**config.mk**
```make
export PLATFORM = sky130hd
export DESIGN_NAME = sparse_pair_selector
export DESIGN_NICKNAME = d
export VERILOG_FILES = /design/src/rtl/sparse_pair_selector.sv
export SDC_FILE = /design/constraint.sdc
export NUM_CORES = 1
export LEC_CHECK = 0
export ABC_AREA = 1
export ABC_CLOCK_PERIOD_IN_PS = 8800
export BUFFER_PORTS_ARGS = -buffer_cell sky130_fd_sc_hd__buf_2
export CORE_UTILIZATION = 29
export DETAILED_ROUTE_END_ITERATION = 6
export PLACE_DENSITY = 0.53
export SYNTH_ARGS = -nofsm -noshare
export SYNTH_HDL_FRONTEND = slang
export SYNTH_SLANG_ARGS = --single-unit
```
**constraint.sdc**
```tcl
create_clock -name clk_i -period 8.8 [get_ports clk_i]
set_input_delay 2.2 -clock clk_i [delete_from_list [all_inputs] [get_ports clk_i]]
set_output_delay 2.2 -clock clk_i [all_outputs]
set_load 0.05 [all_outputs]
```
**src/rtl/sparse_pair_selector.sv**
```systemverilog
// ============================================================================
// sparse_pair_selector
//
// Sparse-match front end for the PE input path. It walks a range of
// sparsemap segments and ANDs the IFM and filter sparsemaps of each segment.
// For every matching bit, in ascending bit order, it emits the nonzero-data
// indices of the matching IFM byte and filter byte. It only drives read
// addresses and holds no data bytes.
//
// Optional feature: define SPARSE_SEL_ABORT_EN to add abort_i. When abort_i
// is high in any non-IDLE state, the run is cancelled at the next edge and
// done_o is not pulsed.
//
// Ports:
//   clk_i, rst_ni        clock, asynchronous active-low reset
//   start_i              one-cycle run start, honoured only while idle
//   seg_first_i/last_i   inclusive segment range, may wrap modulo SEG_NUM
//   ifm_base_i/fil_base_i  nonzero index of bit 0 of the first segment
//   map_addr_o           registered segment address to the sparsemap buffers
//   ifm_map_i/fil_map_i  sparsemaps at map_addr_o (combinational read)
//   pair_valid_o/pair_ready_i  output handshake
//   ifm_idx_o/fil_idx_o  matched nonzero-data indices
//   busy_o, done_o       run in progress / one-cycle completion pulse
//   abort_i              (SPARSE_SEL_ABORT_EN only) cancel the current run
//
// Handshake: a pair transfers on a rising edge where pair_valid_o and
// pair_ready_i are both high. While pair_valid_o is high and pair_ready_i is
// low, ifm_idx_o and fil_idx_o are held stable. pair_valid_o falls after a
// transfer unless a new pair is issued on the same edge.
// ============================================================================
module sparse_pair_selector #(
    parameter int MAP_W    = 32,
    parameter int SEG_NUM  = 4,
    localparam int SEG_AW  = $clog2(SEG_NUM),
    parameter int IDX_W    = $clog2(MAP_W*SEG_NUM)+1
) (
    input  logic              clk_i,
    input  logic              rst_ni,
    input  logic              start_i,
    input  logic [SEG_AW-1:0] seg_first_i,
    input  logic [SEG_AW-1:0] seg_last_i,
    input  logic [IDX_W-1:0]  ifm_base_i,
    input  logic [IDX_W-1:0]  fil_base_i,
    output logic [SEG_AW-1:0] map_addr_o,
    input  logic [MAP_W-1:0]  ifm_map_i,
    input  logic [MAP_W-1:0]  fil_map_i,
    output logic              pair_valid_o,
    input  logic              pair_ready_i,
    output logic [IDX_W-1:0]  ifm_idx_o,
    output logic [IDX_W-1:0]  fil_idx_o,
    output logic              busy_o,
`ifdef SPARSE_SEL_ABORT_EN
    input  logic              abort_i,
`endif
    output logic              done_o
);

    typedef enum logic [1:0] {
        S_IDLE  = 2'd0,
        S_LOAD  = 2'd1,
        S_SCAN  = 2'd2,
        S_DRAIN = 2'd3
    } state_t;

    localparam logic [SEG_AW-1:0] SEG_ONE = 1;
    localparam logic [MAP_W-1:0]  MAP_ONE = 1;

    function automatic logic [IDX_W-1:0] popcnt(input logic [MAP_W-1:0] v);
        logic [IDX_W-1:0] c;
        c = '0;
        for (int i = 0; i < MAP_W; i++) begin
            c = c + {{(IDX_W-1){1'b0}}, v[i]};
        end
        return c;
    endfunction

    state_t            r_state;
    logic [SEG_AW-1:0] r_seg;
    logic [SEG_AW-1:0] r_seg_last;
    logic [IDX_W-1:0]  r_ifm_base;
    logic [IDX_W-1:0]  r_fil_base;
    logic [MAP_W-1:0]  r_res;
    logic              r_valid;
    logic              r_busy;
    logic              r_done;
    logic [IDX_W-1:0]  r_ifm_idx;
    logic [IDX_W-1:0]  r_fil_idx;

    logic [MAP_W-1:0]  w_and;
    logic [MAP_W-1:0]  w_lsb;
    logic [MAP_W-1:0]  w_below;
    logic [MAP_W-1:0]  w_res_next;
    logic              w_free;
    logic              w_at_last;
    logic              w_abort;
    logic [IDX_W-1:0]  w_ifm_cnt;
    logic [IDX_W-1:0]  w_fil_cnt;
    logic [IDX_W-1:0]  w_ifm_pre;
    logic [IDX_W-1:0]  w_fil_pre;

    assign w_and      = ifm_map_i & fil_map_i;
    // Two's-complement trick isolates the lowest set bit of the residual;
    // subtracting one from it gives the mask of all bits strictly below it,
    // which is what the prefix popcount needs.
    assign w_lsb      = r_res & (~r_res + MAP_ONE);
    assign w_below    = w_lsb - MAP_ONE;
    assign w_res_next = r_res & ~w_lsb;
    // The output slot can take a new pair when it is empty or being drained.
    assign w_free     = !r_valid || pair_ready_i;
    assign w_at_last  = (r_seg == r_seg_last);
    assign w_ifm_cnt  = popcnt(ifm_map_i);
    assign w_fil_cnt  = popcnt(fil_map_i);
    assign w_ifm_pre  = popcnt(ifm_map_i & w_below);
    assign w_fil_pre  = popcnt(fil_map_i & w_below);

`ifdef SPARSE_SEL_ABORT_EN
    assign w_abort = abort_i;
`else
    assign w_abort = 1'b0;
`endif

    always_ff @(posedge clk_i or negedge rst_ni) begin
        if (!rst_ni) begin
            r_state    <= S_IDLE;
            r_seg      <= '0;
            r_seg_last <= '0;
            r_ifm_base <= '0;
            r_fil_base <= '0;
            r_res      <= '0;
            r_valid    <= 1'b0;
            r_busy     <= 1'b0;
            r_done     <= 1'b0;
            r_ifm_idx  <= '0;
            r_fil_idx  <= '0;
        end else begin
            r_done <= 1'b0;
            // An accepted pair leaves the slot unless a new one is issued below.
            if (r_valid && pair_ready_i) begin
                r_valid <= 1'b0;
            end

            if (w_abort && (r_state != S_IDLE)) begin
                r_state <= S_IDLE;
                r_valid <= 1'b0;
                r_busy  <= 1'b0;
            end else begin
                case (r_state)
                    S_IDLE: begin
                        if (start_i) begin
                            r_seg      <= seg_first_i;
                            r_seg_last <= seg_last_i;
                            r_ifm_base <= ifm_base_i;
                            r_fil_base <= fil_base_i;
                            r_busy     <= 1'b1;
                            r_state    <= S_LOAD;
                        end
                    end

                    S_LOAD: begin
                        r_res <= w_and;
                        if (w_and != '0) begin
                            r_state <= S_SCAN;
                        end else if (!w_at_last) begin
                            // Skip an empty segment: bases move past all of
                            // its nonzero bytes.
                            r_ifm_base <= r_ifm_base + w_ifm_cnt;
                            r_fil_base <= r_fil_base + w_fil_cnt;
                            r_seg      <= r_seg + SEG_ONE;
                        end else begin
                            r_state <= S_DRAIN;
                        end
                    end

                    S_SCAN: begin
                        // Without room in the output slot everything holds.
                        if (w_free) begin
                            r_ifm_idx <= r_ifm_base + w_ifm_pre;
                            r_fil_idx <= r_fil_base + w_fil_pre;
                            r_valid   <= 1'b1;
                            r_res     <= w_res_next;
                            if (w_res_next == '0) begin
                                if (w_at_last) begin
                                    r_state <= S_DRAIN;
                                end else begin
                                    r_ifm_base <= r_ifm_base + w_ifm_cnt;
                                    r_fil_base <= r_fil_base + w_fil_cnt;
                                    r_seg      <= r_seg + SEG_ONE;
                                    r_state    <= S_LOAD;
                                end
                            end
                        end
                    end

                    S_DRAIN: begin
                        // Completion waits for the last pair to be taken.
                        if (w_free) begin
                            r_done  <= 1'b1;
                            r_busy  <= 1'b0;
                            r_state <= S_IDLE;
                        end
                    end

                    default: r_state <= S_IDLE;
                endcase
            end
        end
    end

    assign map_addr_o   = r_seg;
    assign pair_valid_o = r_valid;
    assign ifm_idx_o    = r_ifm_idx;
    assign fil_idx_o    = r_fil_idx;
    assign busy_o       = r_busy;
    assign done_o       = r_done;

endmodule
```
## After elaboration in Yosys (flattened, before gate mapping)

Index checks and enable logic that the tools add are counted.

| word-level totals | value |
|---|---|
| register bits | 73 |
| bits of input ports | 88 |
| output and inout bits | 21 |
| word-level logic and storage cells | 210 |

| cells by class | value |
|---|---|
| add/subtract/negate cells | 131 |
| eq/ne operators | 10 |
| multiplexer cells | 36 |
| bitwise operators | 7 |
| reduce and logical (&&, ||, !) cells | 15 |

Operators with widths:

| cell | count |
|---|---|
| $add 8x1->8 | 96 |
| $and 32x32->32 | 5 |
| $mux 8 | 10 |
| $not 32->32 | 2 |
| $pmux 32 s2 | 1 |
| $pmux 8 s3 | 2 |
| $add 32x1->32 const B | 1 |
| $add 7x1->8 | 4 |
| $add 8x8->8 | 4 |
| $logic_not 32->1 | 1 |
| $mux 32 | 1 |
| $reduce_bool 32->1 | 1 |
| $sub 32x1->32 const B | 1 |
| $add 6x1->7 | 4 |
| $add 5x1->6 | 4 |
| $mux 2 | 12 |
| $add 4x1->5 | 4 |
| $add 3x1->4 | 4 |
| $add 2x1->3 | 4 |
| $ne 2x2->1 const B | 5 |
| $reduce_and 5->1 | 2 |
| $add 1x1->2 | 4 |
| $pmux 2 s4 | 1 |
| $mux 1 | 7 |
| 15 further kinds | 19 |

## Longest topological paths before layout

Gate-level depths: netlist of run 1.

| depth | value |
|---|---|
| depth after elaboration | 37 |
| mapped depth | 29 |
| depth with buffers taken out | 29 |

## Worst setup path before layout of run 1

OpenSTA, ideal clock, no wires.

| timing path | value |
|---|---|
| kind | input-to-reg |
| start point | input ifm_map_i[6] |
| end point | register r_ifm_idx[6] (netlist: ifm_idx_o[6]) |
| setup time | 0.136 ns |
| arrival | 7.046 ns |
| required time | 8.664 ns |
| slack | 1.618 ns |
| stages | 20 |
| path buffers | 0 |
| cells stage by stage | inv_1 -> nor2_1 -> fa_1 -> inv_1 -> fa_1 -> fa_1 -> fa_1 -> fa_1 -> inv_1 -> fa_1 -> fa_1 -> fa_1 -> nand2_1 -> nand2_1 -> a21oi_1 -> or2_2 -> nand2_1 -> a21oi_1 -> xor2_1 -> o21ai_0 |

| on the way | value |
|---|---|
| cells in the longest elaborated chain, start to end | 28 |

RTL lines:

| element | RTL line | RTL |
|---|---|---|
| start, declared | 45 | `input logic [MAP_W-1:0] ifm_map_i,` |
| $and 32x32->32 | 113 | `assign w_ifm_pre = popcnt(ifm_map_i & w_below);` |
| $add 6x1->7 | 72 | `c = c + {{(IDX_W-1){1'b0}}, v[i]};` |
| $add 7x1->8 | 72 |  |
| $add 8x1->8 (24 in a row) | 72 |  |
| $add 8x8->8 | 177 | `r_ifm_idx <= r_ifm_base + w_ifm_pre;` |
| end signal, assigned | 177 |  |
| end, declared | 86 | `logic [IDX_W-1:0] r_ifm_idx;` |

Every way passes these cells.
A chain may end at the register's enable or synchronous reset.

## Final worst setup path of run 1

| timing path | value |
|---|---|
| start point | input ifm_map_i[12] |
| end point | register r_ifm_idx[6] (netlist: ifm_idx_o[6]) |

| on the way | value |
|---|---|
| cells in the longest elaborated chain, start to end | 22 |

RTL lines:

| element | RTL line |
|---|---|
| $and 32x32->32 | 113 |
| $add 8x1->8 (20 in a row) | 72 |
| $add 8x8->8 | 177 |

Every way passes these cells.

==> results.sh, run 1 <==
export IMPL_tns_ns=0
export IMPL_wirelength_mm=29.0
export IMPL_placed_cell_area_um2=9500
export IMPL_place_congestion=0.914
export IMPL_fillers=3119
export IMPL_syn_nets=1363
export IMPL_setup_violations=0
export IMPL_yosysMostFrequentCell="nand2_1"
export IMPL_io_buffer_count=108
export IMPL_ys_warn_count=0
export IMPL_vias_per_cell=4.70
export IMPL_drive_above_1_share_pct=12.4
export IMPL_cpPeakStageDelay_ns=0.55
export IMPL_power_density_nw_per_um2=448
export IMPL_vias=7518
export IMPL_finalInstanceArea_um2=9790
export IMPL_synth_seq_cells=73
export IMPL_crit_path_end_kind="flip-flop"
export IMPL_ys_seq_area_share_pct=21.4
export IMPL_rsz0062_at_grt="no"
export IMPL_fmax_mhz=137
export IMPL_crit_chain="buf_2 -> nand2_1 -> fa_1 -> inv_1 -> fa_1 -> inv_1 -> fa_1 -> fa_1 -> fa_1 -> inv_1 -> fa_1 -> fa_1 -> fa_1 -> nand2_1 -> nand2_1 -> a21oi_1 -> or2_2 -> nand2_1 -> a21oi_1 -> xor2_1 -> o21ai_0"
export IMPL_clkLatencyLatePin_ns=0.36
export IMPL_grt_pass1_wl_mm=45.9
export IMPL_wl_per_cell_um=18.1
export IMPL_die_height_um=173
export IMPL_cp_start_kind="input port"
export IMPL_synthCells=1107
export IMPL_min_path_cells=2
export IMPL_rrSetupSlack_ns=1.93
export IMPL_p_leak_uw=0.00525
export IMPL_grt_max_degree=49
export IMPL_synth_ff_type="dfrtp_1"
export IMPL_synth_distinct_cells=36
export IMPL_critPathKind="input port to flip-flop"
export IMPL_dp_hpwl_mm=24.4
export IMPL_worst_path_buf_inv=4
export IMPL_grt_pass1_vias=7788
export IMPL_cts_tree="done"
export IMPL_routed_wl_met2_mm=13.8
export IMPL_grtUsageTotal_pct=20.3
export IMPL_min_to="ifm_idx_o[1]$_DFFE_PN0P_"
export IMPL_syn_to_final_growth_pct=14.9
export IMPL_clk_pin_slew_ns=0.06
export IMPL_r2r_start="r_res[0]$_DFFE_PN0P_"
export IMPL_avgSynthCellArea_um2=7.70
export IMPL_cp_data_required_time_ns=9.01
export IMPL_rr_endpoint="ifm_idx_o[6]$_DFFE_PN0P_"
export IMPL_critPathMostFrequentCell="fa_1"
export IMPL_min_period_ns=7.32
export IMPL_yosys_top_cells_area="fa_1 (24%), dfrtp_1 (21%), nand2_1 (12%), ha_1 (9.4%), inv_1 (9.1%)"
export IMPL_die_area_um2=30100
export IMPL_start_util_pct=29.6
export IMPL_root_buffer="clkbuf_16"
export IMPL_maxCapViolations=0
export IMPL_finalHoldViolations=0
export IMPL_postRouteAntennaNets=0
export IMPL_period_share_pct=83.2
export IMPL_grt_overflow_total=0
export IMPL_wl_met1_mm=13.4
export IMPL_worstMarginPinSlew_ns=0.770
export IMPL_peakVddDrop_v=0.000260
export IMPL_synth_async_reset_ratio_pct=100
export IMPL_ioPinCount=109
export IMPL_firstDrtPassIters=5
export IMPL_max_slew_margin_pct=48.4
export IMPL_cts_sinks=73
export IMPL_mappedNetlistArea_um2=8520
export IMPL_crit_family="adder cells"
export IMPL_cts_buffers=9
export IMPL_slew_violations=0
export IMPL_synth_edf_count=0
export IMPL_worstPathMaxFanout=4
export IMPL_synth_top_cell_by_area="fa_1"
export IMPL_synthTopCellsByCount="nand2_1 (276), inv_1 (206), nor2_1 (121)"
export IMPL_hp_start="ifm_idx_o[1]$_DFFE_PN0P_"
export IMPL_critPathArrivalTime_ns=7.53
export IMPL_nNetsFinal=1466
export IMPL_reg2reg_depth=23
export IMPL_crit_slowest_cell="fa_1"
export IMPL_ctsResizeCount=0
export IMPL_postCtsHoldBufs=0
export IMPL_synth_top_area_share_pct=24.4
export IMPL_routed_top_layer="met4"
export IMPL_post_cts_setup_buffers=0
export IMPL_fin_skew_ns=0.0134
export IMPL_status="completed"
export IMPL_htreeDepth=3
export IMPL_drt_iter0_drc=527
export IMPL_drc_errors=0
export IMPL_antenna_found_initial=1
export IMPL_num_rows=62
export IMPL_core_um2=28800
export IMPL_hp_class="flip-flop to flip-flop"
export IMPL_dr_wl_met3_mm=1.30
export IMPL_die_w_um=173
export IMPL_ctsLongestPathBuffers=2
-- power breakdown --
part / switching (uW) / internal (uW) / total (uW)
combinational: 2040 / 1300 / 3340
sequential: 144 / 506 / 651
clock: 170 / 226 / 396
total: 2350 / 2040 / 4390
-- worst register-to-register path: stages, from the launching register on --
cell and delay (ns):
dfrtp_1 0.46, nor2_4 0.22, nand3_1 0.31, nor2_1 0.27, nand3_1 0.19, inv_1 0.17, nand2_1 0.10, fa_1 0.56
fa_1 0.45, fa_1 0.60, fa_1 0.46, fa_1 0.55, inv_1 0.06, fa_1 0.51, fa_1 0.48, fa_1 0.42
nand2_1 0.08, nand2_1 0.11, a21oi_1 0.18, or2_2 0.14, nand2_1 0.04, a21oi_1 0.14, xor2_1 0.15, o21ai_0 0.09
-- cell families (layout without fill, tap and decap cells) --
family	after synthesis	count (layout)	share of synthesized area, %
buf+inv	230	337	10.3
simple gates	491	491	23.9
flops	73	73	21.4
mux	2	2	0.264
compound gates	128	128	8.68
xor+xnor	15	15	1.54
fa+ha+maj	168	168	33.8
other cells	0	1	0
-- routing by layer --
metal  vias to the layer above  global-route usage [%]
met4                         0                    5.13
met2                       198                    33.0
met3                        17                    2.39
li1                       3650                       -
met5                         -                       0
met1                      3653                    28.5
-- how the worst max path moves through the flow --
stage | slack [ns] | start | endpoint | cells past startpoint
after floorplan | 1.62 | ifm_map_i[6] | ifm_idx_o[6]$_DFFE_PN0P_ | 20
after global placement | 1.18 | ifm_map_i[10] | ifm_idx_o[6]$_DFFE_PN0P_ | 21
after detailed placement | 1.13 | ifm_map_i[10] | ifm_idx_o[6]$_DFFE_PN0P_ | 21
after CTS | 1.50 | ifm_map_i[10] | ifm_idx_o[6]$_DFFE_PN0P_ | 21
after global routing | 1.18 | ifm_map_i[12] | ifm_idx_o[6]$_DFFE_PN0P_ | 21
final | 1.48 | ifm_map_i[12] | ifm_idx_o[6]$_DFFE_PN0P_ | 21
-- registers in the layout (all words and copies together) (netlist names) --
register and count:
busy_o 1, done_o 1, fil_idx_o 8, ifm_idx_o 8, map_addr_o 2, pair_valid_o 1
r_fil_base 8, r_ifm_base 8, r_res 32, r_seg_last 2, r_state 2
-- placed cells by master, fill, tap and decap left out, types with 5 or more instances in the layout --
cell type,count
nand2_2,5
nand4_1,13
xnor2_1,7
nor2_1,121
clkbuf_16,9
dfrtp_1,73
ha_1,64
a31oi_1,12
fa_1,104
o22a_1,12
o22ai_1,6
nand3_1,55
xor2_1,8
buf_2,107
o21ai_0,59
nand2_1,276
a21oi_1,27
o21a_1,5
inv_1,206
buf_4,8
-- final cells by class --
type,instances,area (um2),share of cell area [%]
Multi-Input combinational cell,804,5820,59.4
Tap cell,384,480,4.91
Clock buffer,10,239,2.44
Antenna cell,1,2.50,0.0255
Sequential cell,73,1830,18.7
Clock inverter,5,56.3,0.575
Timing Repair Buffer,115,596,6.08
Inverter,207,777,7.93
-- per-stage QoR --
step | instances | hold WS, ns | utilization [%] | setup WS (ns) | total power (uW)
after floorplan | 1107 | 0.475 | - | 1.62 | 3180
after global placement | 1583 | 0.456 | 33.0 | 1.18 | 4000
after detailed placement | 1583 | 0.463 | 33.0 | 1.13 | 4030
after CTS | 1598 | 0.483 | 34.0 | 1.50 | 4450
after global routing | 1599 | 0.493 | 34.0 | 1.18 | 4950
final | 1599 | 0.474 | 34.0 | 1.48 | 4390
Power figures use the tool's default switching activity.
==> inputs of run 2 (changes only) <==
- ABC_CLOCK_PERIOD_IN_PS: 8800 -> 7400
- clock period: 8.8 -> 7.4 ns (I/O delays scaled with it)
==> run 2 against run 1 <==
Against the previous run:
- final cell count unchanged
- clock skew up 0.0016 ns
- design area up 0.47%
- critical path type unchanged
==> results.sh, run 2 (synthesized netlist as in run 1, its figures left out) <==
export IMPL_drive_above_1_share_pct=12.4
export IMPL_grt_pass1_vias=7666
export IMPL_cts_sinks=73
export IMPL_worstPathMaxFanout=3
export IMPL_status="completed"
export IMPL_cts_buffers=9
export IMPL_dpl_cell_count=1583
export IMPL_cts_tree="done"
export IMPL_n_antenna_cell=0
export IMPL_wirelength_mm=28.5
export IMPL_clkLatencyLatePin_ns=0.36
export IMPL_fillers=3096
export IMPL_antenna_found_initial=1
export IMPL_postCtsHoldBufs=0
export IMPL_largest_register_ff_count=32
export IMPL_vias_per_cell=4.69
export IMPL_htreeDepth=3
export IMPL_vias=7496
export IMPL_routed_wl_met2_mm=13.5
export IMPL_die_w_um=173
export IMPL_dr_wl_met3_mm=1.27
export IMPL_drt_iter0_drc=574
export IMPL_fin_skew_ns=0.0150
export IMPL_clk_pin_slew_ns=0.07
export IMPL_r2r_start="r_res[0]$_DFFE_PN0P_"
export IMPL_peakVddDrop_v=0.000289
export IMPL_mostFrequentLayoutCells="nand2_1 (276), inv_1 (206), nor2_1 (121)"
export IMPL_fin_util_pct=34.2
export IMPL_finalHoldViolations=0
export IMPL_finalPower_uw=5270
export IMPL_drc_errors=0
export IMPL_fmax_mhz=145
export IMPL_ctsResizeCount=0
export IMPL_final_cells=1599
export IMPL_place_congestion=0.956
export IMPL_wl_per_cell_um=17.8
export IMPL_worstMarginPinSlew_ns=1.04
export IMPL_p_leak_uw=0.00527
export IMPL_min_period_ns=6.92
export IMPL_root_buffer="clkbuf_16"
export IMPL_grt_overflow_total=0
export IMPL_power_density_nw_per_um2=536
export IMPL_postRouteAntennaNets=0
export IMPL_top_register="r_res"
export IMPL_slew_violations=0
export IMPL_ctsLongestPathBuffers=2
export IMPL_dp_hpwl_mm=23.8
export IMPL_tns_ns=0
export IMPL_num_rows=62
export IMPL_grt_pass1_wl_mm=44.6
export IMPL_nNetsFinal=1466
export IMPL_final_common_cell="nand2_1"
export IMPL_period_share_pct=93.5
export IMPL_startpoint="ifm_map_i[6]"
export IMPL_cp_data_required_time_ns=7.61
export IMPL_wl_met1_mm=13.0
export IMPL_post_cts_setup_buffers=0
export IMPL_die_height_um=173
export IMPL_critPathArrivalTime_ns=7.13
export IMPL_die_area_um2=30100
export IMPL_hp_start="fil_idx_o[0]$_DFFE_PN0P_"
export IMPL_start_util_pct=29.6
export IMPL_syn_to_final_growth_pct=15.5
export IMPL_routed_top_layer="met5"
export IMPL_io_buffer_count=108
export IMPL_setup_violations=0
export IMPL_rsz0062_at_grt="no"
export IMPL_core_um2=28800
export IMPL_hp_class="flip-flop to flip-flop"
export IMPL_firstDrtPassIters=5
export IMPL_maxCapViolations=0
export IMPL_ioPinCount=109
export IMPL_grtUsageTotal_pct=19.8
export IMPL_cp_start_kind="input port"
export IMPL_max_slew_margin_pct=30.4
export IMPL_grt_max_degree=74
export IMPL_crit_path_end_kind="flip-flop"
export IMPL_critPathKind="input port to flip-flop"
## run 2: layout make-up
class | count | area [um2] | area share, %
well taps | 384 | 480 | 4.88
multi-input cells | 804 | 5820 | 59.1
clock inverters | 6 | 115 | 1.17
repair buffers | 115 | 596 | 6.05
inverters | 207 | 777 | 7.90
clock buffers | 10 | 229 | 2.33
flip-flops and latches | 73 | 1830 | 18.6
## run 2: worst paths after layout
check | slack (ns) | cells after the start | endpoint
min in group asynchronous | 1.69 | 1 | fil_idx_o[1]$_DFFE_PN0P_
worst min-delay path | 0.47 | 2 | fil_idx_o[0]$_DFFE_PN0P_
max in group asynchronous | 5.05 | 1 | done_o$_DFF_PN0_
worst min register to register | 0.47 | 2 | fil_idx_o[0]$_DFFE_PN0P_
worst max register to register | 0.53 | 23 | ifm_idx_o[6]$_DFFE_PN0P_
worst max-delay path | 0.48 | 21 | ifm_idx_o[6]$_DFFE_PN0P_
## run 2: through the flow
stage | hold slack [ns] | setup WS [ns] | cell area, um2
finish | 0.470 | 0.483 | 9840
global route | 0.512 | 0.211 | 9840
CTS | 0.476 | 0.459 | 9840
detailed placement | 0.460 | 0.0695 | 9500
global placement | 0.454 | 0.141 | 9500
floorplan | 0.475 | 0.569 | 8520
## run 2: layer usage
| layer | vias up | GRT usage, % |
|---|---|---|
| met1 | 3608 | 27.0 |
| li1 | 3637 | - |
| met4 | 2 | 6.75 |
| met5 | - | 0 |
| met3 | 37 | 2.50 |
| met2 | 212 | 32.4 |
## run 2: worst max-delay path: stages
cell and delay, ns:
buf_2 0.14, inv_1 0.11, nor2_1 0.07, fa_1 0.51, inv_1 0.05, fa_1 0.46
fa_1 0.52, fa_1 0.52, fa_1 0.55, inv_1 0.06, fa_1 0.51, fa_1 0.47
fa_1 0.41, nand2_1 0.07, nand2_1 0.10, a21oi_1 0.18, or2_2 0.14, nand2_1 0.04
a21oi_1 0.14, xor2_1 0.15, o21ai_0 0.08
## run 2: where the power goes
part / internal, uW / total, uW / leakage, uW / switching (uW)
clock network: 332 / 540 / 0.000163 / 208
registers: 602 / 771 / 0.000905 / 169
logic: 1550 / 3960 / 0.00420 / 2420
